`src/rtl/branch_target_buffer.sv`:
```
// 2-way set-associative branch target buffer for the fetch stage, trained from M.
// Optional macro BTB_BYPASS_EN forwards a same-cycle update to the fetch lookup.
module branch_target_buffer #(
  parameter int unsigned INDEX_BITS = 4,
  parameter int unsigned TAG_BITS   = 10
) (
  input  logic        clk,
  input  logic        rst,
  input  logic [31:0] pcF,
  input  logic        pcsrcPF,
  output logic        hitF,
  output logic [31:0] targetF,
  output logic [31:0] next_pcF,
  input  logic        branchM,
  input  logic        pcsrcM,
  input  logic [31:0] pcM,
  input  logic [31:0] targetM
);
  localparam int unsigned SETS = 1 << INDEX_BITS;

  logic [1:0]          validQ  [SETS];
  logic [TAG_BITS-1:0] tagQ    [SETS][2];
  logic [29:0]         targetQ [SETS][2];
  logic [SETS-1:0]     lruQ;

  logic [INDEX_BITS-1:0] idxF, idxM;
  logic [TAG_BITS-1:0]   tagF, tagM;
  logic                  matchF0, matchF1, matchM0, matchM1;
  logic                  updateM, wayM;
  logic                  unusedBits;

  assign idxF = pcF[INDEX_BITS+1:2];
  assign tagF = pcF[INDEX_BITS+TAG_BITS+1:INDEX_BITS+2];
  assign idxM = pcM[INDEX_BITS+1:2];
  assign tagM = pcM[INDEX_BITS+TAG_BITS+1:INDEX_BITS+2];

  assign unusedBits = ^{pcF[31:INDEX_BITS+TAG_BITS+2], pcF[1:0],
                        pcM[31:INDEX_BITS+TAG_BITS+2], pcM[1:0], targetM[1:0]};

  assign updateM = branchM & pcsrcM;

  assign matchF0 = validQ[idxF][0] && (tagQ[idxF][0] == tagF);
  assign matchF1 = validQ[idxF][1] && (tagQ[idxF][1] == tagF);
  assign matchM0 = validQ[idxM][0] && (tagQ[idxM][0] == tagM);
  assign matchM1 = validQ[idxM][1] && (tagQ[idxM][1] == tagM);

  always_comb begin
    hitF    = matchF0 | matchF1;
    targetF = 32'h0;
    if (matchF0) begin
      targetF = {targetQ[idxF][0], 2'b00};
    end else if (matchF1) begin
      targetF = {targetQ[idxF][1], 2'b00};
    end
`ifdef BTB_BYPASS_EN
    if (updateM && (idxM == idxF) && (tagM == tagF)) begin
      hitF    = 1'b1;
      targetF = {targetM[31:2], 2'b00};
    end
`endif
    next_pcF = (hitF && pcsrcPF) ? targetF : pcF + 32'd4;
  end

  // Way choice: matching way, else lowest invalid way, else the LRU way.
  always_comb begin
    wayM = lruQ[idxM];
    if (matchM0) begin
      wayM = 1'b0;
    end else if (matchM1) begin
      wayM = 1'b1;
    end else if (!validQ[idxM][0]) begin
      wayM = 1'b0;
    end else if (!validQ[idxM][1]) begin
      wayM = 1'b1;
    end
  end

  always_ff @(posedge clk) begin
    if (rst) begin
      for (int i = 0; i < SETS; i++) begin
        validQ[i] <= 2'b00;
      end
      lruQ <= '0;
    end else if (updateM) begin
      validQ[idxM][wayM] <= 1'b1;
      lruQ[idxM]         <= ~wayM;
    end
  end

  // Tag and target storage needs no reset; validity gates every use.
  always_ff @(posedge clk) begin
    if (!rst && updateM) begin
      tagQ[idxM][wayM]    <= tagM;
      targetQ[idxM][wayM] <= targetM[31:2];
    end
  end

endmodule

```
`config.mk`:
```
export PLATFORM = sky130hd
export DESIGN_NAME = branch_target_buffer
export DESIGN_NICKNAME = d
export VERILOG_FILES = /design/src/rtl/branch_target_buffer.sv
export SDC_FILE = /design/constraint.sdc
export NUM_CORES = 2
export LEC_CHECK = 0
export BUFFER_PORTS_ARGS = -buffer_cell sky130_fd_sc_hd__buf_4
export CAP_MARGIN = 5
export CELL_PAD_IN_SITES_DETAIL_PLACEMENT = 0
export CELL_PAD_IN_SITES_GLOBAL_PLACEMENT = 1
export CORE_ASPECT_RATIO = 0.8
export CORE_MARGIN = 2
export CORE_UTILIZATION = 50
export DETAILED_ROUTE_END_ITERATION = 6
export HOLD_SLACK_MARGIN = 0.02
export PLACE_DENSITY_LB_ADDON = 0.1
export SYNTH_ARGS = -nofsm -noshare
export SYNTH_HDL_FRONTEND = slang
export SYNTH_SLANG_ARGS = --single-unit
```
`constraint.sdc`:
```
create_clock -name clk -period 7.3 [get_ports clk]
set_input_delay 0 -clock clk [delete_from_list [all_inputs] [get_ports clk]]
set_output_delay 0 -clock clk [all_outputs]
set_load 0.01 [all_outputs]
```
=== After elaboration in Yosys (flattened, before gate mapping) ===
Memories as Yosys holds them, arrays and structs flattened.
Index checks and enable logic that the tools add are counted.

* Memories kept: 3
* Memory bits (read-only): 0
* Word-level logic and storage cells: 59
* Memory bits (writable): 1312
* Flip-flop bits (word level): 16
* Bits in latches: 0

* $mul: 0
* Order comparisons: 6
* Mux-type cells: 29
* Bitwise operators: 4
* Reductions and logical operators: 11
* Add/sub/neg operators: 1
* Shifts and indexed selects: 0
* Div/mod/pow operators: 0
* Equality and inequality tests: 4

{| class="wikitable"
|+ Memories
! memory !! depth !! bits a word !! rd ports !! clocked after Yosys merged registers in !! wr ports !! RTL line !! text
|-
| targetQ || 16 || 60 || 1 || 0 || 1 || 23 || <nowiki>logic [29:0] targetQ [SETS][2];</nowiki>
|-
| tagQ || 16 || 20 || 2 || 0 || 1 || 22 || <nowiki>logic [TAG_BITS-1:0] tagQ [SETS][2];</nowiki>
|-
| validQ || 16 || 2 || 2 || 0 || 16 || 21 || <nowiki>logic [1:0] validQ [SETS];</nowiki>
|}

{| class="wikitable"
|+ Operator list
! operator !! count
|-
| 2-to-1 mux 32 bit || 3
|-
| 2-to-1 mux 60 bit || 1
|-
| == test 10 bit || 4
|-
| adder 32 x 3 -> 32 bit (second input constant) || 1
|-
| demux 30 bit (select 1 bit) || 1
|-
| 2-to-1 mux 30 bit || 1
|-
| 2-to-1 mux 20 bit || 1
|-
| bitwise mux 16 bit || 1
|-
| 2-to-1 mux 1 bit || 12
|-
| demux 10 bit (select 1 bit) || 1
|-
| 2-to-1 mux 10 bit || 1
|-
| logical AND 1 bit || 9
|-
| 2-to-1 mux 2 bit || 3
|-
| < comparator 4 x 5 -> 1 bit (second input constant) || 1
|-
| binary-select mux 1 bit (select 4 bit) || 1
|-
| demux 1 bit (select 4 bit) || 1
|-
| >= comparator 4 x 1 -> 1 bit (second input constant) || 1
|-
| 2-to-1 mux 4 bit || 1
|-
| >= comparator 2 bit (second input constant) || 1
|-
| < comparator 1 x 2 -> 1 bit (second input constant) || 1
|-
| < comparator 2 x 1 -> 1 bit (second input constant) || 1
|-
| inverter 1 -> 2 bit || 1
|-
| OR reduction 2 bit || 1
|-
| bitwise AND 1 bit || 1
|-
| other kinds (5) || 5
|}

=== Longest topological paths before layout ===
* Depth after elaboration: 13
* Depth in mapped cells: 14
* Depth with buffers taken out: 8

=== Worst setup path after synthesis ===
OpenSTA, ideal clock, no wires.

* Kind: input -> register
* Start: in pcM[3]
* End: mem tagQ[4][0] (netlist name), enable pin
* Required time: 6.805 ns
* Path slack: 1.578 ns
* Stages on the path: 12
* Arrival: 5.227 ns
* Path through: buf_2 -> buf_4 -> buf_2 -> mux4_2 -> mux2i_1 -> mux2i_1 -> a21oi_1 -> a2111oi_0 -> nand4_1 -> a21oi_2 -> buf_2 -> nor3b_1

* Word-level cells in the longest chain between the ends: 12
* Elaborated cells between the ends (all ways): 19

{| class="wikitable"
|+ Ends and longest elaborated chain
! item !! RTL line !! text
|-
| start, declared || 16 || <nowiki>input logic [31:0] pcM,</nowiki>
|-
| branches (longest 12 deep; another with memory read (16 x 20 bit)) || - ||
|-
| end, declared || 22 ||
|}

Several ways; the timed one is not identified. The select of a mux whose other input is x is not followed.

==> results by group <==
Outcome
  – Outcome: finished, final reports clean

Clock network
  – Max clock buf depth: 3
  – Worst-path clk slew: 60 ps
  – Post-CTS Resized: 0
  – CTS tree: yes
  – CTS buffer count: 135
  – Skew-Pair Late Insertion Delay: 770 ps
  – # clock sinks: 1328
  – Root Buffer: clkbuf_16
  – H-Tree Level Count: 4

Worst setup path
  – WP data required: 7300 ps
  – Crit Path Category: flop to output pin
  – Crit path DAT: 5040 ps
  – Worst Setup End Kind: output pin
  – Max FO, Critical Path: 17
  – Startpoint Class: flop

Timing
  – Tmin final: 5040 ps
  – Worst Setup Slack, final: 2260 ps
  – Worst-Margin Slew: 1110 ps
  – Slew headroom: 26.2%
  – RSZ-0062 raised after global routing: false
  – Final Max Tran Viols: 0
  – Fin crit share: 69.1%
  – Max Clock Freq: 0.198 GHz
  – TNS Setup: 0 ps
  – Clk_skew: 30.9 ps
  – Endpoints failing hold: 0
  – Final setup violation count: 0

Yosys
  – Share of the synthesized area in the top cell type: 69.1%
  – Synthesized instance count: 2642
  – Sequential area share after synthesis: 70.8%
  – Yosys cell types: 67
  – Leading cell type by number of instances after synthesis: edfxtp_1
  – Synth area leader: edfxtp_1
  – Mean post-synth cell area: 21.1 um2
  – Yosys warnings: 0
  – Mapped Area: 0.0556 mm2
  – FF+latch count, synth: 1328
  – Number of enable flip-flop cells after synthesis: 1280
  – Synth top area cells: edfxtp_1 (69%), mux4_2 (19%), mux2i_1 (2.4%)
  – Post-synth top cells: edfxtp_1 (1280), mux4_2 (458), mux2i_1 (133)
  – Main synth FF type: edfxtp_1
  – Ys async rst share: 0%

Run
  – Max-cap violations: 0

Layout
  – Util after Layout: 57.0%
  – Layout cells sized above 1: 31.3%
  – Area Growth Syn to Fin: 13.2%
  – Layout fillers: 8129
  – Layout net count: 2955

Die
  – Row count: 109
  – Starting Density: 50.4%
  – Core footprint: 0.110 mm2
  – IO Pins: 166
  – Die Footprint: 0.114 mm2
  – Chip width: 377 um
  – Die height: 302 um

Pwr
  – Worst vdd ir: 0.229 mV
  – Seq pwr share: 52.2%
  – PwrDens: 255 mW/mm2
  – Clock power share: 41.7%
  – Cell-internal power: 12.6 mW
  – Switching part of the total: 21.6%
  – P_sw: 3.46 mW
  – Combinational power share: 6.1%
  – LEAKAGE: 20.3 nW

Route
  – Pre-antenna DRT Iters: 5
  – Post-Route WL: 150000 um
  – Vias: 28443
  – Drt wl/cell: 34.0 um
  – ANT nets after route: 0
  – Initial drt markers: 3442
  – Via density: 6.46
  – DRC errors left: 0

GRT
  – Initial antenna violation count: 3
  – First-pass GRT wire length: 213000 um
  – Vias in the first global route: 28978
  – Total Routing Usage GR: 26.8%
  – Grt ovf: 0
  – Largest net degree at the start of global routing: 80

Place
  – Port Buf Inserts: 143
  – Routability Congestion: 0.809
  – Post-DP HPWL: 81300 um
  – Pre-CTS WS: 1660 ps

Hold path
  – Min-delay worst type: primary input to flop
## layer usage
metal	vias up	GRT usage [%]	wire, um
met4	4	7.19	3410
met3	206	5.74	12200
met2	1273	41.1	70200
met1	15391	39.4	63800
met5	-	0	16
li1	11569	-	-
## logic make-up after synthesis
group | after synthesis | synth area share (%)
adder cells (fa/ha/maj) | 1 | 0.0225
other | 1 | 0.00674
XOR/XNOR | 85 | 1.34
multiplexers | 633 | 21.9
flip-flops | 1328 | 70.8
buffers and inverters | 183 | 1.69
AND/OR/NAND/NOR | 264 | 2.33
AO/OA/AOI/OAI | 147 | 1.91
## area by class of cell
cell class              count  area [um2]  area share, %
diodes                      1        2.50        0.00397
clock buffers             175        3700           5.87
clock inverters            68         534          0.849
inverters                  11        46.3         0.0735
multi-input cells        1132       15500           24.5
flip-flops and latches   1328       39400           62.6
well taps                1443        1810           2.87
repair buffers            245        2020           3.21
## timing repair
action | in CTS | in global routing
setup buffers | 0 | 0
hold buffers | 45 | 0
endpoints found under the hold margin | 1328 | 0
## power by group through the flow
| stage | clock (mW) | combinational, mW | sequential (mW) |
|---|---|---|---|
| final | 6.69 | 0.978 | 8.38 |
| after global routing | 7.10 | 1.04 | 8.38 |
| after CTS | 6.80 | 0.983 | 8.38 |
| after detailed placement | 0 | 0.959 | 8.54 |
| after global placement | 0 | 0.941 | 8.54 |
| after floorplan | 0 | 0.591 | 8.54 |
## path summary, 6_finish.rpt
kind | startpoint | end | slack (ps) | cells after the start
min reg2reg | validQ[8][0]$_DFF_P_ | validQ[8][0]$_DFF_P_ | 480 | 2
max | tagQ[15][18]$_DFFE_PP_ | next_pcF[14] | 2260 | 9
min | targetM[27] | targetQ[7][55]$_DFFE_PP_ | 200 | 2
max reg2reg | tagQ[11][6]$_DFFE_PP_ | targetQ[4][3]$_DFFE_PP_ | 2440 | 9
## critical path: stages, from the launching register on
cell and delay [ps]:
edfxtp_1 380, mux4_2 520, nand2_1 90, o311ai_0 330, o22ai_1 490, a21boi_1 310
nand4_4 750, mux2i_1 760, mux2i_1 380, buf_4 260
## flip-flops by register name, summed over array words and instances, names as in the netlist
| name | cells |
|---|---|
| tagQ | 320 |
| targetQ | 960 |
| validQ | 32 |
| lruQ | 16 |
## through the flow
stage	total power, mW	hold slack (ps)	std cells	cell area [um2]
final	16.0	200	4403	63000
after global routing	16.5	193	4402	63000
after CTS	16.2	146	4401	62900
after detailed placement	9.50	285	4113	58200
after global placement	9.48	290	4113	58200
after floorplan	9.14	98.9	2643	55600
## layout by cell type (no fill, tap or decap), types with 4 or more instances in the layout
cell,n
clkinv_1,28
and4_1,5
nor2_1,64
nand3_1,20
clkbuf_16,142
mux2_2,27
nor3_1,12
mux2_4,15
clkinv_2,24
nand2_1,67
nand4_1,7
a22o_1,19
buf_4,194
and2_4,12
dfxtp_1,48
mux4_2,458
mux2i_1,133
xor2_1,36
xnor2_1,49
bufinv_16,6
inv_1,6
a211oi_1,8
a21oi_1,23
dlygate4sd3_1,45
and3_1,4
nand2b_1,9
clkinvlp_4,6
nor2b_1,26
a221oi_1,4
nor3_2,16
o22ai_1,8
nor4_1,6
o21ai_0,18
o31ai_1,18
edfxtp_1,1280
inv_6,4
a22oi_1,12
clkbuf_1,31
Note: power is estimated with default switching activity, not from simulation.
